## config.mk

```make
export PLATFORM = sky130hd
export DESIGN_NAME = transaccion_rr_scheduler
export DESIGN_NICKNAME = d
export VERILOG_FILES = /design/src/rtl/transaccion_rr_scheduler.sv
export SDC_FILE = /design/constraint.sdc
export NUM_CORES = 1
export LEC_CHECK = 0
export CORE_ASPECT_RATIO = 1.5
export CORE_UTILIZATION = 57
export CTS_CLUSTER_SIZE = 30
export DETAILED_ROUTE_END_ITERATION = 12
export DONT_BUFFER_PORTS = 1
export HOLD_SLACK_MARGIN = 0.05
export PLACE_DENSITY_LB_ADDON = 0.12
export SLEW_MARGIN = 20
export SYNTH_ARGS = -nofsm -noshare
export SYNTH_HDL_FRONTEND = slang
export SYNTH_SLANG_ARGS = --single-unit
```

## constraint.sdc

```tcl
create_clock -name i_clk -period 3.1 [get_ports i_clk]
set_input_delay 0.31 -clock i_clk [delete_from_list [all_inputs] [get_ports i_clk]]
set_output_delay 0.31 -clock i_clk [all_outputs]
set_load 0.01 [all_outputs]
```

## src/rtl/transaccion_rr_scheduler.sv

```systemverilog
// Round-robin scheduler moving words from 4 input FIFOs to 4 output FIFOs (dest = word MSBs).
// Optional push statistics are enabled by defining TRANSACCION_STATS_EN.
module transaccion_rr_scheduler #(
    parameter int FIFO_WORD_SIZE = 10
) (
    input  logic                        i_clk,
    input  logic                        i_reset,
    input  logic                        i_init,
    input  logic [3:0]                  i_fifo_in_empty,
    input  logic [4*FIFO_WORD_SIZE-1:0] i_fifo_in_data,
    input  logic [3:0]                  i_fifo_out_almost_full,
    output logic [3:0]                  o_pop_in,
    output logic [3:0]                  o_push_out,
    output logic [FIFO_WORD_SIZE-1:0]   o_data_out,
    output logic                        o_idle,
    output logic [1:0]                  o_state
`ifdef TRANSACCION_STATS_EN
    ,
    input  logic                        i_stat_req,
    input  logic [1:0]                  i_stat_idx,
    output logic [4:0]                  o_stat_data,
    output logic                        o_stat_valid
`endif
);

    localparam int W = FIFO_WORD_SIZE;

    typedef enum logic [1:0] {
        ST_RESET  = 2'b00,
        ST_INIT   = 2'b01,
        ST_IDLE   = 2'b10,
        ST_ACTIVE = 2'b11
    } state_t;

    state_t         r_state;
    logic           r_idle;
    logic [1:0]     r_rr_ptr;
    logic [3:0]     r_push;
    logic [W-1:0]   r_data;

    logic [1:0]     w_dest [4];
    logic [3:0]     w_eligible;
    logic           w_pop_allowed;
    logic           w_grant_valid;
    logic [1:0]     w_grant_idx;
    logic [W-1:0]   w_grant_word;
    logic [1:0]     w_grant_dest;

    // An input is skipped only if its own destination is almost full, so no head-of-line blocking.
    always_comb begin
        w_eligible = '0;
        for (int i = 0; i < 4; i++) begin
            w_dest[i]     = i_fifo_in_data[i*W + W-2 +: 2];
            w_eligible[i] = !i_fifo_in_empty[i] && !i_fifo_out_almost_full[w_dest[i]];
        end
    end

    assign w_pop_allowed = !i_reset && !i_init && (r_state == ST_IDLE || r_state == ST_ACTIVE);

    always_comb begin
        logic [1:0] v_cand;
        w_grant_valid = 1'b0;
        w_grant_idx   = r_rr_ptr;
        v_cand        = r_rr_ptr;
        for (int k = 1; k <= 4; k++) begin
            v_cand = r_rr_ptr + 2'(k);
            if (!w_grant_valid && w_pop_allowed && w_eligible[v_cand]) begin
                w_grant_valid = 1'b1;
                w_grant_idx   = v_cand;
            end
        end
    end

    assign w_grant_word = i_fifo_in_data[w_grant_idx*W +: W];
    assign w_grant_dest = w_dest[w_grant_idx];

    always_ff @(posedge i_clk) begin
        if (i_reset) begin
            r_state  <= ST_RESET;
            r_idle   <= 1'b0;
            r_rr_ptr <= 2'd3;
            r_push   <= '0;
            r_data   <= '0;
        end else begin
            r_push <= w_grant_valid ? (4'b0001 << w_grant_dest) : 4'b0000;
            if (w_grant_valid) begin
                r_data   <= w_grant_word;
                r_rr_ptr <= w_grant_idx;
            end
            // init overrides every state; a push already registered still goes out
            if (i_init) begin
                r_state <= ST_INIT;
                r_idle  <= 1'b0;
            end else begin
                case (r_state)
                    ST_RESET, ST_INIT: begin
                        r_state <= ST_IDLE;
                        r_idle  <= 1'b1;
                    end
                    ST_IDLE: begin
                        if (w_grant_valid) begin
                            r_state <= ST_ACTIVE;
                            r_idle  <= 1'b0;
                        end
                    end
                    ST_ACTIVE: begin
                        if (!w_grant_valid && r_push == 4'b0000) begin
                            r_state <= ST_IDLE;
                            r_idle  <= 1'b1;
                        end
                    end
                    default: begin
                        r_state <= ST_RESET;
                        r_idle  <= 1'b0;
                    end
                endcase
            end
        end
    end

    assign o_pop_in   = w_grant_valid ? (4'b0001 << w_grant_idx) : 4'b0000;
    assign o_push_out = r_push;
    assign o_data_out = r_data;
    assign o_idle     = r_idle;
    assign o_state    = r_state;

`ifdef TRANSACCION_STATS_EN
    logic [4:0] r_count [4];
    logic [4:0] r_stat_data;
    logic       r_stat_valid;

    // Per-output push counters saturate at 31 and are held clear during configuration.
    always_ff @(posedge i_clk) begin
        if (i_reset || i_init) begin
            for (int j = 0; j < 4; j++) begin
                r_count[j] <= '0;
            end
        end else begin
            for (int j = 0; j < 4; j++) begin
                if (r_push[j] && r_count[j] != 5'd31) begin
                    r_count[j] <= r_count[j] + 5'd1;
                end
            end
        end
    end

    always_ff @(posedge i_clk) begin
        if (i_reset) begin
            r_stat_valid <= 1'b0;
            r_stat_data  <= '0;
        end else begin
            r_stat_valid <= i_stat_req;
            r_stat_data  <= i_stat_req ? r_count[i_stat_idx] : 5'd0;
        end
    end

    assign o_stat_data  = r_stat_data;
    assign o_stat_valid = r_stat_valid;
`endif

endmodule
```

---- After elaboration in Yosys (flattened, before gate mapping) ----
Index checks and enable logic that the tools add are counted.
storage, ports and cells
  bits in registers ....................... 19
  bits in latches ......................... 0
  bits in writable memories ............... 0
  ROM bits ................................ 0
  word-level logic and storage cells ...... 102
  memories kept ........................... 0
cells by class
  $add $sub $neg .......................... 3
  $mul .................................... 1
  divide/modulo/power cells ............... 0
  order comparisons ....................... 9
  equal/unequal tests ..................... 7
  shift-type cells ........................ 3
  muxes and demuxes ....................... 35
  bitwise logic cells ..................... 2
  reduce and logical (&&, ||, !) cells .... 36
operator list
  kind                   count
  $shiftx A40 B7 Y10     1
  $lt A2 B3 Y1 const B   8
  $bmux W1 S2            8
  $mux W2                8
  $mux W1                15
  $logic_and A1 B1 Y1    14
  $logic_not A1 Y1       14
  $shl A1 B2 Y4 const A  2
  $pmux W2 S3            1
  $reduce_or A2 Y1       3
  $mul A2 B3 Y5 const B  1
  $add A2 B2 Y2 const B  2
  $bmux W2 S2            1
  $eq A2 B2 Y1 const B   2
  $logic_not A4 Y1       1
  $mux W4                1
  $reduce_and A2 Y1      2
  $ge A3 B3 Y1 const B   1
  $ne A3 B2 Y1 const B   1
  $ne A3 B3 Y1 const B   1
  $not A2 Y3             1
  $pmux W1 S3            1
  $add A2 B1 Y2 const B  1
  $eq A2 B1 Y1 const B   1
  other kinds (5)        5

---- Logic depth before layout (Yosys ltp) ----
  depth after elaboration ................. 25
  mapped depth ............................ 9

---- Worst setup path after synthesis ----
OpenSTA, ideal clock, no wires.
  path type ............................... input-to-reg
  start point ............................. input port i_fifo_in_data[8]
  end point ............................... register r_data[8] (netlist: o_data_out[8])
  arrival time ............................ 2.571 ns
  data required time ...................... 2.986 ns
  setup slack ............................. 0.415 ns
  cell stages on the path ................. 8
  path through ............................ mux4_2 -> nor2_4 -> nor2_1 -> a211o_1 -> or2_4 -> a21oi_4 -> mux4_2 -> a21o_1
on the way
  cells in the longest elaborated chain, start to end .. 22
  elaborated cells between the ends (all ways) .. 32
  those cells by class .................... 1 x mul; 1 x shift; 18 x mux; 12 x reduce/logical
RTL lines
  element                           RTL line  text
  from (decl)                       10        input logic [4*FIFO_WORD_SIZE-1:0] i_fifo_in_data,
  $bmux W1 S2                       54        w_eligible[i] = !i_fifo_in_empty[i] && !i_fifo_out_almost_full[w_dest[i]];
  $mux W1 (implied by the code)     54
  $logic_not A1 Y1                  54
  $logic_and A1 B1 Y1               54
  $bmux W1 S2                       67        if (!w_grant_valid && w_pop_allowed && w_eligible[v_cand]) begin
  $mux W1 (implied by the code)     67
  $logic_and A1 B1 Y1               67
  $mux W1                           67
  (+4 left out)                     n/a
  $logic_not A1 Y1                  67
  $logic_and A1 B1 Y1 (2 in a row)  67
  $mux W1                           67
  $logic_not A1 Y1                  67
  $logic_and A1 B1 Y1 (2 in a row)  67
  $mux W2                           67
  $mul A2 B3 Y5                     74        assign w_grant_word = i_fifo_in_data[w_grant_idx*W +: W];
  $shiftx A40 B7 Y10                74
  to (signal assigned)              87        r_data <= w_grant_word;
  to (decl)                         39        logic [W-1:0] r_data;
Several ways; a longest one is shown, not always the timed one. The select of a mux whose other input is x is not followed.
A chain may end at the register's enable or synchronous reset.

---- Worst setup path in the final report ----
  start point ............................. register r_rr_ptr[1]
  end point ............................... output port o_pop_in[2]
on the way
  cells in the longest elaborated chain, start to end .. 19
  elaborated cells between the ends (all ways) .. 31
  those cells by class .................... 3 x add/sub; 1 x shift; 17 x mux; 10 x reduce/logical
RTL lines
  element                           RTL line  text
  from (decl)                       37        logic [1:0] r_rr_ptr;
  from (signal assigned)            88        r_rr_ptr <= w_grant_idx;
  $add A2 B1 Y2                     66        v_cand = r_rr_ptr + 2'(k);
  $bmux W1 S2                       67
  $mux W1 (implied by the code)     67
  $logic_and A1 B1 Y1               67
  $mux W1                           67
  $logic_not A1 Y1                  67
  $logic_and A1 B1 Y1 (2 in a row)  67
  $mux W1                           67
  $logic_not A1 Y1                  67
  $logic_and A1 B1 Y1 (2 in a row)  67
  $mux W1                           67
  $logic_not A1 Y1                  67
  $logic_and A1 B1 Y1 (2 in a row)  67
  $mux W2                           67
  $shl A1 B2 Y4                     121       assign o_pop_in = w_grant_valid ? (4'b0001 << w_grant_idx) : 4'b0000;
  $mux W4 *                         121
  to (decl)                         12        output logic [3:0] o_pop_in,
Every way passes the cells marked *; elsewhere a longest branch is shown, timed or not. The select of a mux whose other input is x is not followed.

==> reports/results.ini <==
[logic_synthesis]
synth_cell_types=44
synth_warnings=0
synth_nets=205
syn_area_um2=1345
ys_seq_elements=19
ys_seq_area_frac=0.2828
synth_cells=154
synth_enable_flop_cells=0
synthFlopType=dfxtp_1
ys_async_sr_fraction=0
avgSynthCellArea_um2=8.734

[grt]
overflow=0
first_global_vias=1117
antenna_found_initial=0
grt_max_degree=21
grt_pass1_wl_um=4761
track_usage=0.2413

[critical_path]
crit_buf_inv=2
critPathArrivalTime_ps=2470
cpPeakStageDelay_ps=480
worstSetupEndpointType=output port
timing.setup.critical_path_class=reg2out
cpLargestDelayFamily=simple AND/OR/NAND/NOR gates
cp_cell_sequence=clkinv_1 > nor4_1 > a21o_1 > nor3_2 > a21oi_4 > buf_4 > and2_1
r2r_setup_slack_ps=610
cp-start-kind=flop
cp.required_ps=2790
slowest_stage=nor4_1
path_max_fanout=20

[pwr]
leakagePower_nw=0.5205
pwr_density_cell_nw_per_um2=544.5
power.total_mw=0.7672
ir_worst_vdd_v=0.0002523

[clock_tree]
path_clk_slew_ps=110
cts_resized=0
h-tree-depth=1
clkLatencyLatePin_ps=290
ctsHoldBuffers=0
cts_tree=yes
clkSinkCount=19
clk_path_buf_depth=2
cts_made_buffers=3
post_cts_buffers=0
root_buffer=clkbuf_4

[place]
post-dp-hpwl_um=2598
place.gp.congestion=0.8490
detailedPlace.worstSlack_ps=324.7
dp_cells=177
dpl_cell_area_um2=1381
portBuffers=0

[route]
wl_met1_um=1153
antenna_left=0
vias=1261
drc=0
wl_met3_um=231
viasPerCell=6.967
wl_per_cell_um=17.47
highest_layer=met4
drtIter0Drc=23
wl_met2_um=1662
first_pass_iters=4
totalWireLength_um=3162

[floorplan]
die_w_um=41.66
ios=72
start_util=0.6022
die_h_um=61.50
dieArea_um2=2562
core-area_um2=2233
fp-row-count=21

[run]
cap_viol_max_count=0

[run_status]
outcome=finished clean

[timing]
worst_slew_pin_slew_ps=858.7
final.min_clock_period_ps=2784
max_freq_mhz=359.2
skew_ps=0.6492
finalMaxSlewViolations=0
slew_headroom=0.4201
tns_ps=0
period_share=0.8981
final-setup-viol-count=0
hold_viol=0
grt_setup_unrepaired=no
final.setup.worst_slack_ps=315.8
hold-worst-slack_ps=72.26

[finish]
antenna_cells=0
stdcell_count=181
syn_to_final_growth_pct=4.744
fin_util=0.6308
drive_gt1_frac=0.1139
fin_area_um2=1409
nNetsFinal=210

[hold_path]
min_path_type=in2reg

state kept, by name, indices dropped and copies added, names as in the netlist:
register and count:
o_idle 1, o_data_out 10, o_push_out 4, o_state 2, r_rr_ptr 2
metal layers:
metal,global-route usage,vias up
met5,0,-
met4,0.1567,0
met3,0.03226,11
met2,0.4375,72
met1,0.2663,571
li1,-,607
kinds of logic (layout without fill, tap and decap cells):
kind of cell           after synthesis  in the layout  synth area share
AND/OR/NAND/NOR                     53             53            0.2214
AO/OA/AOI/OAI                       49             49            0.2605
multiplexers                        23             23            0.1991
flip-flops                          19             19            0.2828
buffers and inverters               10             14           0.03628
final timing paths:
path | start | end | cells after the start
min reg2reg | o_state[1] | o_state[0] | 2
max reg2reg | r_rr_ptr[1] | o_data_out[8] | 7
min | i_reset | o_state[0] | 1
max | r_rr_ptr[1] | o_pop_in[2] | 7
synth_stat cells, types with 2 or more instances:
cell | n | area share
a2111oi_0 | 3 | 0.020
a21o_1 | 3 | 0.017
a21oi_1 | 10 | 0.037
a221oi_1 | 8 | 0.052
a22o_1 | 2 | 0.013
a22oi_1 | 2 | 0.011
and2_1 | 3 | 0.014
clkbuf_1 | 2 | 0.0056
clkinv_1 | 2 | 0.0056
dfxtp_1 | 19 | 0.28
inv_1 | 3 | 0.0084
mux2i_1 | 20 | 0.15
mux4_2 | 3 | 0.050
nand2_1 | 4 | 0.011
nand4_1 | 2 | 0.0093
nor2_1 | 17 | 0.047
nor2_4 | 2 | 0.017
nor2b_1 | 7 | 0.033
nor3_1 | 4 | 0.015
nor3_2 | 2 | 0.015
nor3b_1 | 2 | 0.011
nor4_1 | 4 | 0.019
o21ai_0 | 8 | 0.030
o21ai_1 | 2 | 0.0074
report_power, final:
group / switching (mW) / leakage, nW / internal [mW]
Clock: 0.0748 / 0.0177 / 0.0479
Sequential: 0.0333 / 0.155 / 0.266
Combinational: 0.189 / 0.348 / 0.157
Total: 0.297 / 0.520 / 0.470
cell usage in the layout, fill, tap and decap left out, types with 2 or more instances in the layout:
master / instances
mux4_2: 3
dfxtp_1: 19
o21ai_1: 2
a221oi_1: 8
nor2_4: 2
and2_1: 3
nor3_1: 4
buf_4: 5
mux2i_1: 20
a21oi_1: 10
clkinv_1: 2
nor2b_1: 7
a22oi_1: 2
o21ai_0: 8
nor4_1: 4
a2111oi_0: 3
a21o_1: 3
nor2_1: 17
nor3_2: 2
nand4_1: 2
inv_1: 3
a22o_1: 2
nor3b_1: 2
nand2_1: 4
clkbuf_4: 3
area by class of cell:
| type | count | area, um2 |
|---|---|---|
| Timing Repair Buffer | 5 | 37.54 |
| Inverter | 5 | 18.77 |
| Fill cell | 189 | 824.5 |
| Tap cell | 23 | 28.78 |
| Sequential cell | 19 | 380.4 |
| Clock buffer | 3 | 22.52 |
| Clock inverter | 1 | 5.005 |
| Multi-Input combinational cell | 125 | 915.9 |
Power figures use the tool's default switching activity.
